--- src/rtl/lcd_text_driver_pkg.sv ---
// Shared types and command bytes for the HD44780 16x2 text driver.
// Optional LCD_FRAME_DONE_EN adds a frame_done pulse on the top.
package lcd_pkg;

  typedef enum logic [2:0] {
    PWRUP,
    INIT,
    ADDR,
    FETCH,
    WRITE
  } state_e;

  typedef enum logic [1:0] {
    K_INIT,
    K_ADDR,
    K_DATA
  } kind_e;

  typedef enum logic [1:0] {
    PH_IDLE,
    PH_SETUP,
    PH_PULSE,
    PH_WAIT
  } phase_e;

  localparam logic [7:0] LCD_FUNC_SET = 8'h38;
  localparam logic [7:0] LCD_DISP_ON  = 8'h0C;
  localparam logic [7:0] LCD_ENTRY    = 8'h06;
  localparam logic [7:0] LCD_CLEAR    = 8'h01;
  localparam logic [7:0] LCD_LINE1    = 8'h80;
  localparam logic [7:0] LCD_LINE2    = 8'hC0;

  localparam int CHARS_PER_LINE = 16;

  function automatic int max2(input int a, input int b);
    return (a > b) ? a : b;
  endfunction

  function automatic logic [7:0] init_cmd(input logic [1:0] i);
    logic [7:0] c;
    c = LCD_CLEAR;
    unique case (1'b1)
      (i == 2'd0): c = LCD_FUNC_SET;
      (i == 2'd1): c = LCD_DISP_ON;
      (i == 2'd2): c = LCD_ENTRY;
      (i == 2'd3): c = LCD_CLEAR;
    endcase
    return c;
  endfunction

endpackage

--- src/rtl/lcd_text_driver_if.sv ---
// Character fetch bus toward the mode blocks plus the LCD pins.
// master = driver side, slave = display/mode-block side.
interface lcd_text_driver_if;
  logic [4:0] index;
  logic [7:0] char_in;
  logic       lcd_e;
  logic       lcd_rs;
  logic       lcd_rw;
  logic [7:0] lcd_data;

  modport master (
    output index,
    output lcd_e,
    output lcd_rs,
    output lcd_rw,
    output lcd_data,
    input  char_in
  );

  modport slave (
    input  index,
    input  lcd_e,
    input  lcd_rs,
    input  lcd_rw,
    input  lcd_data,
    output char_in
  );
endinterface

--- src/rtl/lcd_text_driver_write_strobe.sv ---
// One LCD write: setup cycle, E pulse, then post-write wait.
// Clear (0x01 with rs=0) uses the long wait.
module lcd_write_strobe
  import lcd_pkg::*;
#(
  parameter int E_PULSE_CYC  = 25,
  parameter int CMD_WAIT_CYC = 2500,
  parameter int CLR_WAIT_CYC = 100000
) (
  input  logic       clk,
  input  logic       rst,
  input  logic       start,
  input  logic [7:0] wr_byte,
  input  logic       wr_rs,
  output logic       done,
  output logic       lcd_e,
  output logic       lcd_rs,
  output logic [7:0] lcd_data
);

  localparam int CNT_MAX =
    max2(E_PULSE_CYC, max2(CMD_WAIT_CYC, CLR_WAIT_CYC));
  localparam int CNT_W = $clog2(CNT_MAX) + 1;

  phase_e           phase_q, phase_d;
  logic [CNT_W-1:0] cnt_q, cnt_d;
  logic [7:0]       data_q, data_d;
  logic             rs_q, rs_d;
  logic             long_q, long_d;
  logic [CNT_W-1:0] wait_last;

  assign wait_last = long_q ? CNT_W'(CLR_WAIT_CYC - 1)
                            : CNT_W'(CMD_WAIT_CYC - 1);

  always_ff @(posedge clk or posedge rst) begin
    if (rst) begin
      phase_q <= PH_IDLE;
      cnt_q   <= '0;
      data_q  <= '0;
      rs_q    <= 1'b0;
      long_q  <= 1'b0;
    end else begin
      phase_q <= phase_d;
      cnt_q   <= cnt_d;
      data_q  <= data_d;
      rs_q    <= rs_d;
      long_q  <= long_d;
    end
  end

  // byte and rs are captured at start and held through the whole wait
  always_comb begin
    phase_d = phase_q;
    cnt_d   = cnt_q;
    data_d  = data_q;
    rs_d    = rs_q;
    long_d  = long_q;
    unique case (phase_q)
      PH_IDLE: begin
        if (start) begin
          phase_d = PH_SETUP;
          cnt_d   = '0;
          data_d  = wr_byte;
          rs_d    = wr_rs;
          long_d  = !wr_rs && (wr_byte == LCD_CLEAR);
        end
      end
      PH_SETUP: begin
        phase_d = PH_PULSE;
        cnt_d   = '0;
      end
      PH_PULSE: begin
        if (cnt_q == CNT_W'(E_PULSE_CYC - 1)) begin
          phase_d = PH_WAIT;
          cnt_d   = '0;
        end else begin
          cnt_d = cnt_q + 1'b1;
        end
      end
      PH_WAIT: begin
        if (cnt_q == wait_last) begin
          phase_d = PH_IDLE;
          cnt_d   = '0;
        end else begin
          cnt_d = cnt_q + 1'b1;
        end
      end
      default: phase_d = PH_IDLE;
    endcase
  end

  always_comb begin
    lcd_e    = (phase_q == PH_PULSE);
    done     = (phase_q == PH_WAIT) && (cnt_q == wait_last);
    lcd_rs   = rs_q;
    lcd_data = data_q;
  end

endmodule

--- src/rtl/lcd_text_driver.sv ---
// HD44780 16x2 refresh driver: power-up init, then endless refresh.
// Define LCD_FRAME_DONE_EN to add the frame_done output pulse.
module lcd_text_driver
  import lcd_pkg::*;
#(
  parameter int PWRUP_WAIT_CYC = 1000000,
  parameter int E_PULSE_CYC    = 25,
  parameter int CMD_WAIT_CYC   = 2500,
  parameter int CLR_WAIT_CYC   = 100000
) (
  input  logic                clk,
  input  logic                rst,
  lcd_text_driver_if.master   bus,
  output logic                ready
`ifdef LCD_FRAME_DONE_EN
  ,
  output logic                frame_done
`endif
);

  localparam int PW_W = $clog2(PWRUP_WAIT_CYC) + 1;

  state_e          state_q, state_d;
  kind_e           kind_q, kind_d;
  logic [PW_W-1:0] pw_q, pw_d;
  logic [1:0]      init_q, init_d;
  logic            line_q, line_d;
  logic [4:0]      index_q, index_d;
  logic            fetch_q, fetch_d;
  logic            ready_q, ready_d;
  logic            fd_q, fd_d;

  logic            start;
  logic [7:0]      wr_byte;
  logic            wr_rs;
  logic            wr_done;

  lcd_write_strobe #(
    .E_PULSE_CYC  (E_PULSE_CYC),
    .CMD_WAIT_CYC (CMD_WAIT_CYC),
    .CLR_WAIT_CYC (CLR_WAIT_CYC)
  ) u_strobe (
    .clk      (clk),
    .rst      (rst),
    .start    (start),
    .wr_byte  (wr_byte),
    .wr_rs    (wr_rs),
    .done     (wr_done),
    .lcd_e    (bus.lcd_e),
    .lcd_rs   (bus.lcd_rs),
    .lcd_data (bus.lcd_data)
  );

  always_ff @(posedge clk or posedge rst) begin
    if (rst) begin
      state_q <= PWRUP;
      kind_q  <= K_INIT;
      pw_q    <= '0;
      init_q  <= '0;
      line_q  <= 1'b0;
      index_q <= '0;
      fetch_q <= 1'b0;
      ready_q <= 1'b0;
      fd_q    <= 1'b0;
    end else begin
      state_q <= state_d;
      kind_q  <= kind_d;
      pw_q    <= pw_d;
      init_q  <= init_d;
      line_q  <= line_d;
      index_q <= index_d;
      fetch_q <= fetch_d;
      ready_q <= ready_d;
      fd_q    <= fd_d;
    end
  end

  always_comb begin
    state_d = state_q;
    kind_d  = kind_q;
    pw_d    = pw_q;
    init_d  = init_q;
    line_d  = line_q;
    index_d = index_q;
    fetch_d = fetch_q;
    ready_d = ready_q;
    fd_d    = 1'b0;
    unique case (state_q)
      PWRUP: begin
        if (pw_q == PW_W'(PWRUP_WAIT_CYC - 1)) begin
          state_d = INIT;
          pw_d    = '0;
        end else begin
          pw_d = pw_q + 1'b1;
        end
      end
      INIT: begin
        kind_d  = K_INIT;
        state_d = WRITE;
      end
      ADDR: begin
        kind_d  = K_ADDR;
        index_d = line_q ? 5'(CHARS_PER_LINE) : 5'd0;
        state_d = WRITE;
      end
      // char_in is registered upstream: valid on the 2nd edge
      FETCH: begin
        if (fetch_q) begin
          fetch_d = 1'b0;
          kind_d  = K_DATA;
          state_d = WRITE;
        end else begin
          fetch_d = 1'b1;
        end
      end
      WRITE: begin
        if (wr_done) begin
          unique case (kind_q)
            K_INIT: begin
              if (init_q == 2'd3) begin
                ready_d = 1'b1;
                line_d  = 1'b0;
                init_d  = '0;
                state_d = ADDR;
              end else begin
                init_d  = init_q + 1'b1;
                state_d = INIT;
              end
            end
            K_ADDR: begin
              fetch_d = 1'b0;
              state_d = FETCH;
            end
            K_DATA: begin
              if (index_q[3:0] != 4'(CHARS_PER_LINE - 1)) begin
                index_d = index_q + 1'b1;
                fetch_d = 1'b0;
                state_d = FETCH;
              end else if (index_q[4]) begin
                index_d = '0;
                line_d  = 1'b0;
                fd_d    = 1'b1;
                state_d = ADDR;
              end else begin
                line_d  = 1'b1;
                state_d = ADDR;
              end
            end
            default: state_d = PWRUP;
          endcase
        end
      end
      default: state_d = PWRUP;
    endcase
  end

  always_comb begin
    start   = 1'b0;
    wr_byte = bus.char_in;
    wr_rs   = 1'b0;
    unique case (state_q)
      INIT: begin
        start   = 1'b1;
        wr_byte = init_cmd(init_q);
      end
      ADDR: begin
        start   = 1'b1;
        wr_byte = line_q ? LCD_LINE2 : LCD_LINE1;
      end
      FETCH: begin
        start = fetch_q;
        wr_rs = 1'b1;
      end
      default: ;
    endcase
  end

  assign bus.index  = index_q;
  assign bus.lcd_rw = 1'b0;
  assign ready      = ready_q;

`ifdef LCD_FRAME_DONE_EN
  assign frame_done = fd_q;
`else
  logic unused_fd;
  assign unused_fd = fd_q;
`endif

endmodule

--- src/flat_wrapper.sv ---
// flat-port wrapper written by rule: the top's interface ports become plain ports
module lcd_text_driver_flat import lcd_pkg::*;
#(
  parameter int PWRUP_WAIT_CYC = 1000000,
  parameter int E_PULSE_CYC    = 25,
  parameter int CMD_WAIT_CYC   = 2500,
  parameter int CLR_WAIT_CYC   = 100000
)
  (clk, rst, ready, bus_index, bus_lcd_e, bus_lcd_rs, bus_lcd_rw, bus_lcd_data, bus_char_in);
  lcd_text_driver_if bus_i ();
  input  logic clk;
  input  logic rst;
  output logic ready;
  output wire logic [$bits(bus_i.index)-1:0] bus_index;
  output wire logic [$bits(bus_i.lcd_e)-1:0] bus_lcd_e;
  output wire logic [$bits(bus_i.lcd_rs)-1:0] bus_lcd_rs;
  output wire logic [$bits(bus_i.lcd_rw)-1:0] bus_lcd_rw;
  output wire logic [$bits(bus_i.lcd_data)-1:0] bus_lcd_data;
  input wire logic [$bits(bus_i.char_in)-1:0] bus_char_in;
  assign bus_index = bus_i.index;
  assign bus_lcd_e = bus_i.lcd_e;
  assign bus_lcd_rs = bus_i.lcd_rs;
  assign bus_lcd_rw = bus_i.lcd_rw;
  assign bus_lcd_data = bus_i.lcd_data;
  assign bus_i.char_in = bus_char_in;
  lcd_text_driver #(.PWRUP_WAIT_CYC(PWRUP_WAIT_CYC), .E_PULSE_CYC(E_PULSE_CYC), .CMD_WAIT_CYC(CMD_WAIT_CYC), .CLR_WAIT_CYC(CLR_WAIT_CYC)) u_core (.clk(clk), .rst(rst), .bus(bus_i), .ready(ready));
endmodule
--- config.mk ---
export PLATFORM = sky130hd
export DESIGN_NAME = lcd_text_driver_flat
export DESIGN_NICKNAME = d
export VERILOG_FILES = /design/src/rtl/lcd_text_driver_pkg.sv /design/src/rtl/lcd_text_driver_if.sv /design/src/rtl/lcd_text_driver_write_strobe.sv /design/src/rtl/lcd_text_driver.sv /design/src/flat_wrapper.sv
export SDC_FILE = /design/constraint.sdc
export NUM_CORES = 1
export LEC_CHECK = 0
export CAP_MARGIN = 40
export CORE_ASPECT_RATIO = 0.7
export CORE_MARGIN = 3
export CORE_UTILIZATION = 35
export DETAILED_ROUTE_END_ITERATION = 6
export SYNTH_ARGS = -nofsm -noshare
export SYNTH_HDL_FRONTEND = slang
export SYNTH_HIERARCHICAL = 1
export SYNTH_SLANG_ARGS = --single-unit
--- constraint.sdc ---
create_clock -name clk -period 5.74 [get_ports clk]
set_clock_uncertainty 0.2 [all_clocks]
set_input_delay 0.574 -clock clk [delete_from_list [all_inputs] [get_ports clk]]
set_output_delay 0.574 -clock clk [all_outputs]
set_load 0.02 [all_outputs]
==> reports/metrics.csv, run 1 <==
stage;metric;value;unit
cts;number of H-tree levels;3;
placement;DP Wirelength;5960;um
setup_path;Worst setup SP type;flop;
power;VDD IR max;0.108;mV
route;Detail Route Antenna Nets;0;
cells_and_area;layout cells sized above 1;10.3;%
route;Wirelength per Cell;15.2;um
sta;Max Fclk;0.325;GHz
grt;Top Usage Layer GRT;met1;
synthesis;Syn Inst Count;384;
grt;vias in the first global route;2769;
synthesis;post-synthesis cell type count;57;
setup_path;Crit Path Class;reg -> reg;
grt;met2 Use GR;21.2;%
cts;CTS-repair resized insts;0;
placement;number of buffers added on ports;25;
synthesis;Avg Cell Area, Syn;9.66;um2
synthesis;Synth Cell Area;0.00371;mm2
setup_path;CP Max Fanout;8;
synthesis;top cell type's share of synthesized area;44.5;%
cts;worst-skew pair later-pin latency;0.33;ns
power;power per cell area;250;mW/mm2
synthesis;leading area contributor after synthesis;dfrtp_1;
run_status;outcome;completed;
grt;initial antenna violation count;0;
setup_path;type of destination of the critical path;flop;
sta;RSZ-0062 raised after global routing;no;
worst_hold_path;Hold Crit Class;reg -> reg;
sta;Final Hold Fails;0;
power;total net switching power;217;uW
cts;CTS tree;done;
grt;met1 Usage GRT;21.5;%
setup_path;CP startpoint;u_core/u_strobe/cnt_q[10];
cells_and_area;Nets;439;
setup_path;Worst R2R Setup Slack;2.66;ns
setup_path;worst reg2reg path depth;8;
synthesis;main combinational cell family by area after synthesis;simple AND/OR/NAND/NOR gates;
setup_path;CP Capture Point;u_core/bus.index[0];
route;DR pass1 iterations;4;
sta;Slew Limit Fails;0;
power;Comb power frac;2.1;%
sta;Slew @ Worst Pin;0.789;ns
die;Initial Util;37.1;%
cells_and_area;Final Instance Count excl. Fillers;546;
power;P_int;889;uW
sta;final worst setup slack;2.66;ns
route;Vias;2874;
cells_and_area;Design Area, Final;0.00442;mm2
setup_path;Worst EP arrival;3.10;ns
cts;clock tree sinks;66;
synthesis;fraction of registers with async set/reset;100;%
die;row count;30;
die;die width;129;um
setup_path;R2R Path Start;u_core/u_strobe/cnt_q[10];
cts;Clock transition at path regs;0.06;ns
worst_hold_path;hold_sp;u_core/ready;
route;Routed WL;8280;um
sta;Slew HR;47.2;%
synthesis;Post-synth EDFFs;0;
grt;GR Overflow Total;0;
synthesis;Yosys reg bits;66;
placement;Place WS;2.70;ns
die;Ports;27;
synthesis;sequential area share after synthesis;44.5;%
sta;WHS;0.279;ns
job;max-cap violations;0;
power;sequential cell fraction of total power;42.1;%
setup_path;Reg-to-Reg End;u_core/bus.index[0];
placement;routability cong.;0.826;
die;Die ar.;0.0119;mm2
synthesis;synth top area cells;dfrtp_1 45%, ha_1 5.4%, nor2_1 3.9%;
route;DRC;0;
synthesis;syn nets;410;
synthesis;Synth Area in Adders;5.40;%
cts;TritonCTS Buffers;9;
cts;cts hold-fix bufs;0;
power;Clock power frac;55.8;%
synthesis;post-synthesis simple-gate area fraction;24.1;%
placement;dpl cells;530;
cells_and_area;antenna fix cells;0;
power;Sw Ratio;19.6;%
synthesis;Yosys Warn Count;6;
grt;first-pass GRT wire length;14100;um
synthesis;ys flop type;dfrtp_1;
cts;postcts setup bufs;0;
sta;Tcrit/Tclk final;53.7;%
setup_path;WP data required;5.76;ns
cts;Root Driver;clkbuf_16;
placement;Placed Area;0.00408;mm2
synthesis;post-synthesis mux area share;3.88;%
grt;M3 GR Usage;5.47;%
grt;largest net degree at the start of global routing;37;
route;drt initial violations;210;
grt;All-Layer GR Usage;15.0;%
cells_and_area;area delta synth->final;19.1;%
synthesis;synth cell count leaders;66 x dfrtp_1, 39 x nor2_1, 37 x nand2_1, 19 x o21ai_0;
die;DIE HEIGHT;92.1;um
synthesis;count leader, synth;dfrtp_1;
power;leakage power;1.90;nW
sta;total negative slack;0;ns
sta;endpoints failing setup;0;
synthesis;Compound-Gate Fraction of Synth Area;11.7;%
route;routed vias/inst;5.26;
die;core area;0.00998;mm2
synthesis;xor-xnor portion of the synthesized cell area;6.85;%
cts;clk buf depth;2;
sta;crit path time final;3.08;ns
[worst max-delay path, cell delays in order (launching register included)]
cell,delay [ns]
dfrtp_1,0.44
or4_4,0.58
nor4_4,0.25
o21ai_2,0.15
nor2_1,0.25
nand4b_1,0.14
a21oi_1,0.50
o31ai_1,0.19
a22o_1,0.27
[power groups by stage]
stage,combinational [mW],clock [mW],sequential (mW)
final,0.0230,0.617,0.466
after global routing,0.0263,0.650,0.465
after CTS,0.0240,0.630,0.465
after detailed placement,0.0238,0,0.474
after global placement,0.0234,0,0.474
after floorplan,0.0116,0,0.474
[worst min-delay path by stage]
stage	end	slack, ns	cells past startpoint
2_1_floorplan	u_core/pw_q[20]	0.25	1
3_3_place_gp	u_core/ready	0.26	1
3_5_place_dp	u_core/ready	0.27	1
4_1_cts	u_core/ready	0.28	1
5_1_grt	u_core/pw_q[20]	0.32	1
6_report	u_core/ready	0.28	1
[cells in the final DEF, fill, tap and decap left out, types with 3 or more instances in the layout]
master,n
dfrtp_1,66
nor2_1,39
nand2_1,37
clkdlybuf4s50_1,25
o21ai_0,19
nand3_1,18
inv_1,18
xnor2_1,16
ha_1,16
a21oi_1,14
xor2_1,13
nor3_1,11
mux2_2,11
nand4_1,10
clkbuf_16,9
or3_1,7
nor4_1,5
and3_1,5
nand2b_1,5
a22oi_1,5
and4_1,4
a21o_1,4
clkbuf_8,3
a31oi_1,3
nor3b_1,3
nor2b_1,3
o31ai_1,3
[layout make-up]
cell class	count	area, um2
clock inverters	4	72.6
repair buffers	27	265
flip-flops and latches	66	1650
multi-input cells	290	1930
inverters	19	71.3
fillers	924	5570
clock buffers	12	267
well taps	128	160
[cell families (layout without fill, tap and decap cells)]
logic type,count (synthesis),in the layout
DFF,66,66
muxes,13,13
adders and majority gates,16,16
xor gates and xnor gates,29,29
buffers and inverters,28,62
other,1,1
and+or+nand+nor,165,165
AOI/OAI and AO/OA,66,66
[state kept, by name, indices dropped and copies added, names as in the netlist]
register / flops
u_core/pw_q: 21
u_core/u_strobe/cnt_q: 18
u_core/u_strobe/lcd_data: 8
u_core/bus.index: 5
u_core/state_q: 3
u_core/init_q: 2
u_core/kind_q: 2
u_core/u_strobe/phase_q: 2
u_core/fetch_q: 1
u_core/line_q: 1
u_core/ready: 1
u_core/u_strobe/lcd_rs: 1
u_core/u_strobe/long_q: 1
[per-layer routing]
layer | share of wire, % | wire (um)
met5 | 0 | 0
met4 | 0.76 | 63
met3 | 5.0 | 413
met2 | 43 | 3560
met1 | 51 | 4240
[stage by stage]
| stage | utilization, % | power [mW] |
|---|---|---|
| after floorplan | - | 0.485 |
| after global placement | 40.9 | 0.497 |
| after detailed placement | 40.9 | 0.498 |
| after CTS | 44.2 | 1.12 |
| after global routing | 44.2 | 1.14 |
| final | 44.2 | 1.11 |
(Power assumes the default switching activity.)
==> run 2: changes to the inputs <==
- clock period: 5.74 -> 3 ns (I/O delays scaled with it)
==> reports/metrics.csv, run 2 (synthesis results as in run 1) <==
stage;metric;value;unit;change
die;Die ar.;0.0119;mm2;unchanged
route;routed vias/inst;5.29;;+0.54%
cells_and_area;antenna fix cells;0;;unchanged
route;Routed WL;8290;um;+0.12%
die;core area;0.00998;mm2;unchanged
cells_and_area;number of flip-flops in the largest register;21;;unchanged
die;Ports;27;;unchanged
cts;number of H-tree levels;3;;unchanged
setup_path;Buf/Inv on CP;1;;+1
setup_path;WP data required;3.06;ns;-2.70 ns
cells_and_area;commonest non-fill, non-tap cell in the layout;dfrtp_1;;
setup_path;type of destination of the critical path;flop;;
grt;initial antenna violation count;0;;unchanged
placement;routability cong.;0.803;;-2.7%
setup_path;worst reg2reg path depth;9;;+1
job;max-cap violations;0;;unchanged
cts;cts hold-fix bufs;0;;unchanged
setup_path;Reg-to-Reg End;u_core/bus.index[1];;
grt;GR Overflow Total;0;;unchanged
cts;TritonCTS Buffers;9;;unchanged
cts;clock tree sinks;66;;unchanged
cts;CTS tree;done;;
power;VDD IR max;0.217;mV;+100%
setup_path;CP max stage cell;or4_4;;
grt;vias in the first global route;2876;;+3.9%
sta;Tcrit/Tclk final;94.5;%;+41 points
sta;RSZ-0062 raised after global routing;no;;
sta;total negative slack;0;ns;unchanged
sta;Slew Limit Fails;0;;unchanged
route;Detail Route Antenna Nets;0;;unchanged
power;power per cell area;456;mW/mm2;+82%
route;Vias;2932;;+2.0%
worst_hold_path;Hold Crit Class;in -> async;;
die;die width;129;um;unchanged
setup_path;Worst setup SP type;flop;;
sta;WHS;0.186;ns;-0.0936 ns
sta;Slew @ Worst Pin;0.516;ns;-0.274 ns
cells_and_area;Nets;447;;+1.8%
die;Initial Util;37.1;%;unchanged
route;Wirelength per Cell;15.0;um;-1.3%
setup_path;slowest cell delay on critical path;0.58;ns;about the same
setup_path;CP Capture Point;u_core/bus.index[1];;
sta;crit path time final;2.83;ns;-0.246 ns
cts;CTS-repair resized insts;0;;unchanged
setup_path;Worst EP arrival;2.90;ns;-0.20 ns
route;drt initial violations;180;;-14%
sta;endpoints failing setup;0;;unchanged
setup_path;CP Max Fanout;6;;-2
placement;DP Wirelength;6110;um;+2.5%
run_status;outcome;completed;;
cells_and_area;area delta synth->final;20.2;%;
cts;Clock transition at path regs;0.05;ns;about the same
sta;Max Fclk;0.353;GHz;+8.7%
cells_and_area;Biggest register;u_core/pw_q;;
die;DIE HEIGHT;92.1;um;unchanged
cts;worst-skew pair later-pin latency;0.33;ns;about the same
sta;Final Hold Fails;0;;unchanged
cts;clk buf depth;2;;unchanged
sta;Slew HR;65.3;%;+18 points
grt;largest net degree at the start of global routing;37;;unchanged
setup_path;CP startpoint;u_core/u_strobe/cnt_q[10];;
setup_path;R2R Path Start;u_core/u_strobe/cnt_q[10];;
setup_path;critical path, cell by cell;or4_4, nor4_4, o21ai_2, nor2_1, nand4b_1, a21oi_1, buf_4, o2111a_1, a21o_1;;
power;leakage power;1.94;nW;+1.8%
die;row count;30;;unchanged
grt;first-pass GRT wire length;14500;um;+2.2%
cts;postcts setup bufs;0;;unchanged
setup_path;Worst path depth;9;;+1
grt;All-Layer GR Usage;15.2;%;+0.29 points
route;DRC;0;;unchanged
cells_and_area;layout cells sized above 1;11.5;%;+1.2 points
setup_path;Crit Path Class;reg -> reg;;
cells_and_area;commonest non-fill, non-tap cells in the layout;66 x dfrtp_1, 39 x nor2_1, 37 x nand2_1;;
setup_path;Top delay family on crit path;simple AND/OR/NAND/NOR gates;;
cts;Root Driver;clkbuf_16;;
placement;number of buffers added on ports;25;;unchanged
route;DR pass1 iterations;4;;unchanged
setup_path;Worst R2R Setup Slack;0.17;ns;-2.49 ns
cells_and_area;Util after Layout;44.6;%;+0.39 points
==> run 2: power by group <==
part,internal [mW],switching [mW],total [mW]
combinational,0.0163,0.0273,0.0437
clock,0.734,0.364,1.10
sequential,0.891,0,0.891
==> run 2: worst min-delay path by stage <==
stage                     depth (start not counted)                     endpoint  slack [ns]
after CTS                                         3  u_core/u_strobe/lcd_data[0]        0.20
after floorplan                                   1     u_core/u_strobe/cnt_q[0]        0.19
final                                             3    u_core/u_strobe/cnt_q[15]        0.19
after detailed placement                          1                 u_core/ready        0.26
after global routing                              3    u_core/u_strobe/cnt_q[15]        0.24
after global placement                            1                 u_core/ready        0.26
==> run 2: routing by layer <==
metal / vias up / GRT usage, % / part of all wire [%]
met5: - / 0 / 0
met4: 0 / 3.15 / 0.71
met3: 6 / 5.24 / 5.2
met2: 56 / 21.2 / 42
met1: 1426 / 22.7 / 52
li1: 1444 / - / -
==> run 2: through the flow <==
stage | instance area, um2 | total power, mW | instances | setup WS, ns
final | 4460 | 2.03 | 554 | 0.166
after global routing | 4460 | 2.11 | 554 | 0.0258
after CTS | 4460 | 2.06 | 554 | 0.184
after detailed placement | 4140 | 0.952 | 538 | 0.199
after global placement | 4140 | 0.951 | 538 | 0.241
after floorplan | 3710 | 0.929 | 384 | 0.329
==> run 2: layout make-up <==
type	count	area, um2
fill	954	5530
multi-input combinational	290	1930
sequential	66	1650
timing repair buffer	35	325
clock buffer	15	288
tap	128	160
inverter	19	71.3
clock inverter	1	30.0
==> run 2: tightest hold or removal path: stages <==
cell	delay, ns
clkdlybuf4s50_1	0.42
inv_1	0.06
buf_4	0.35
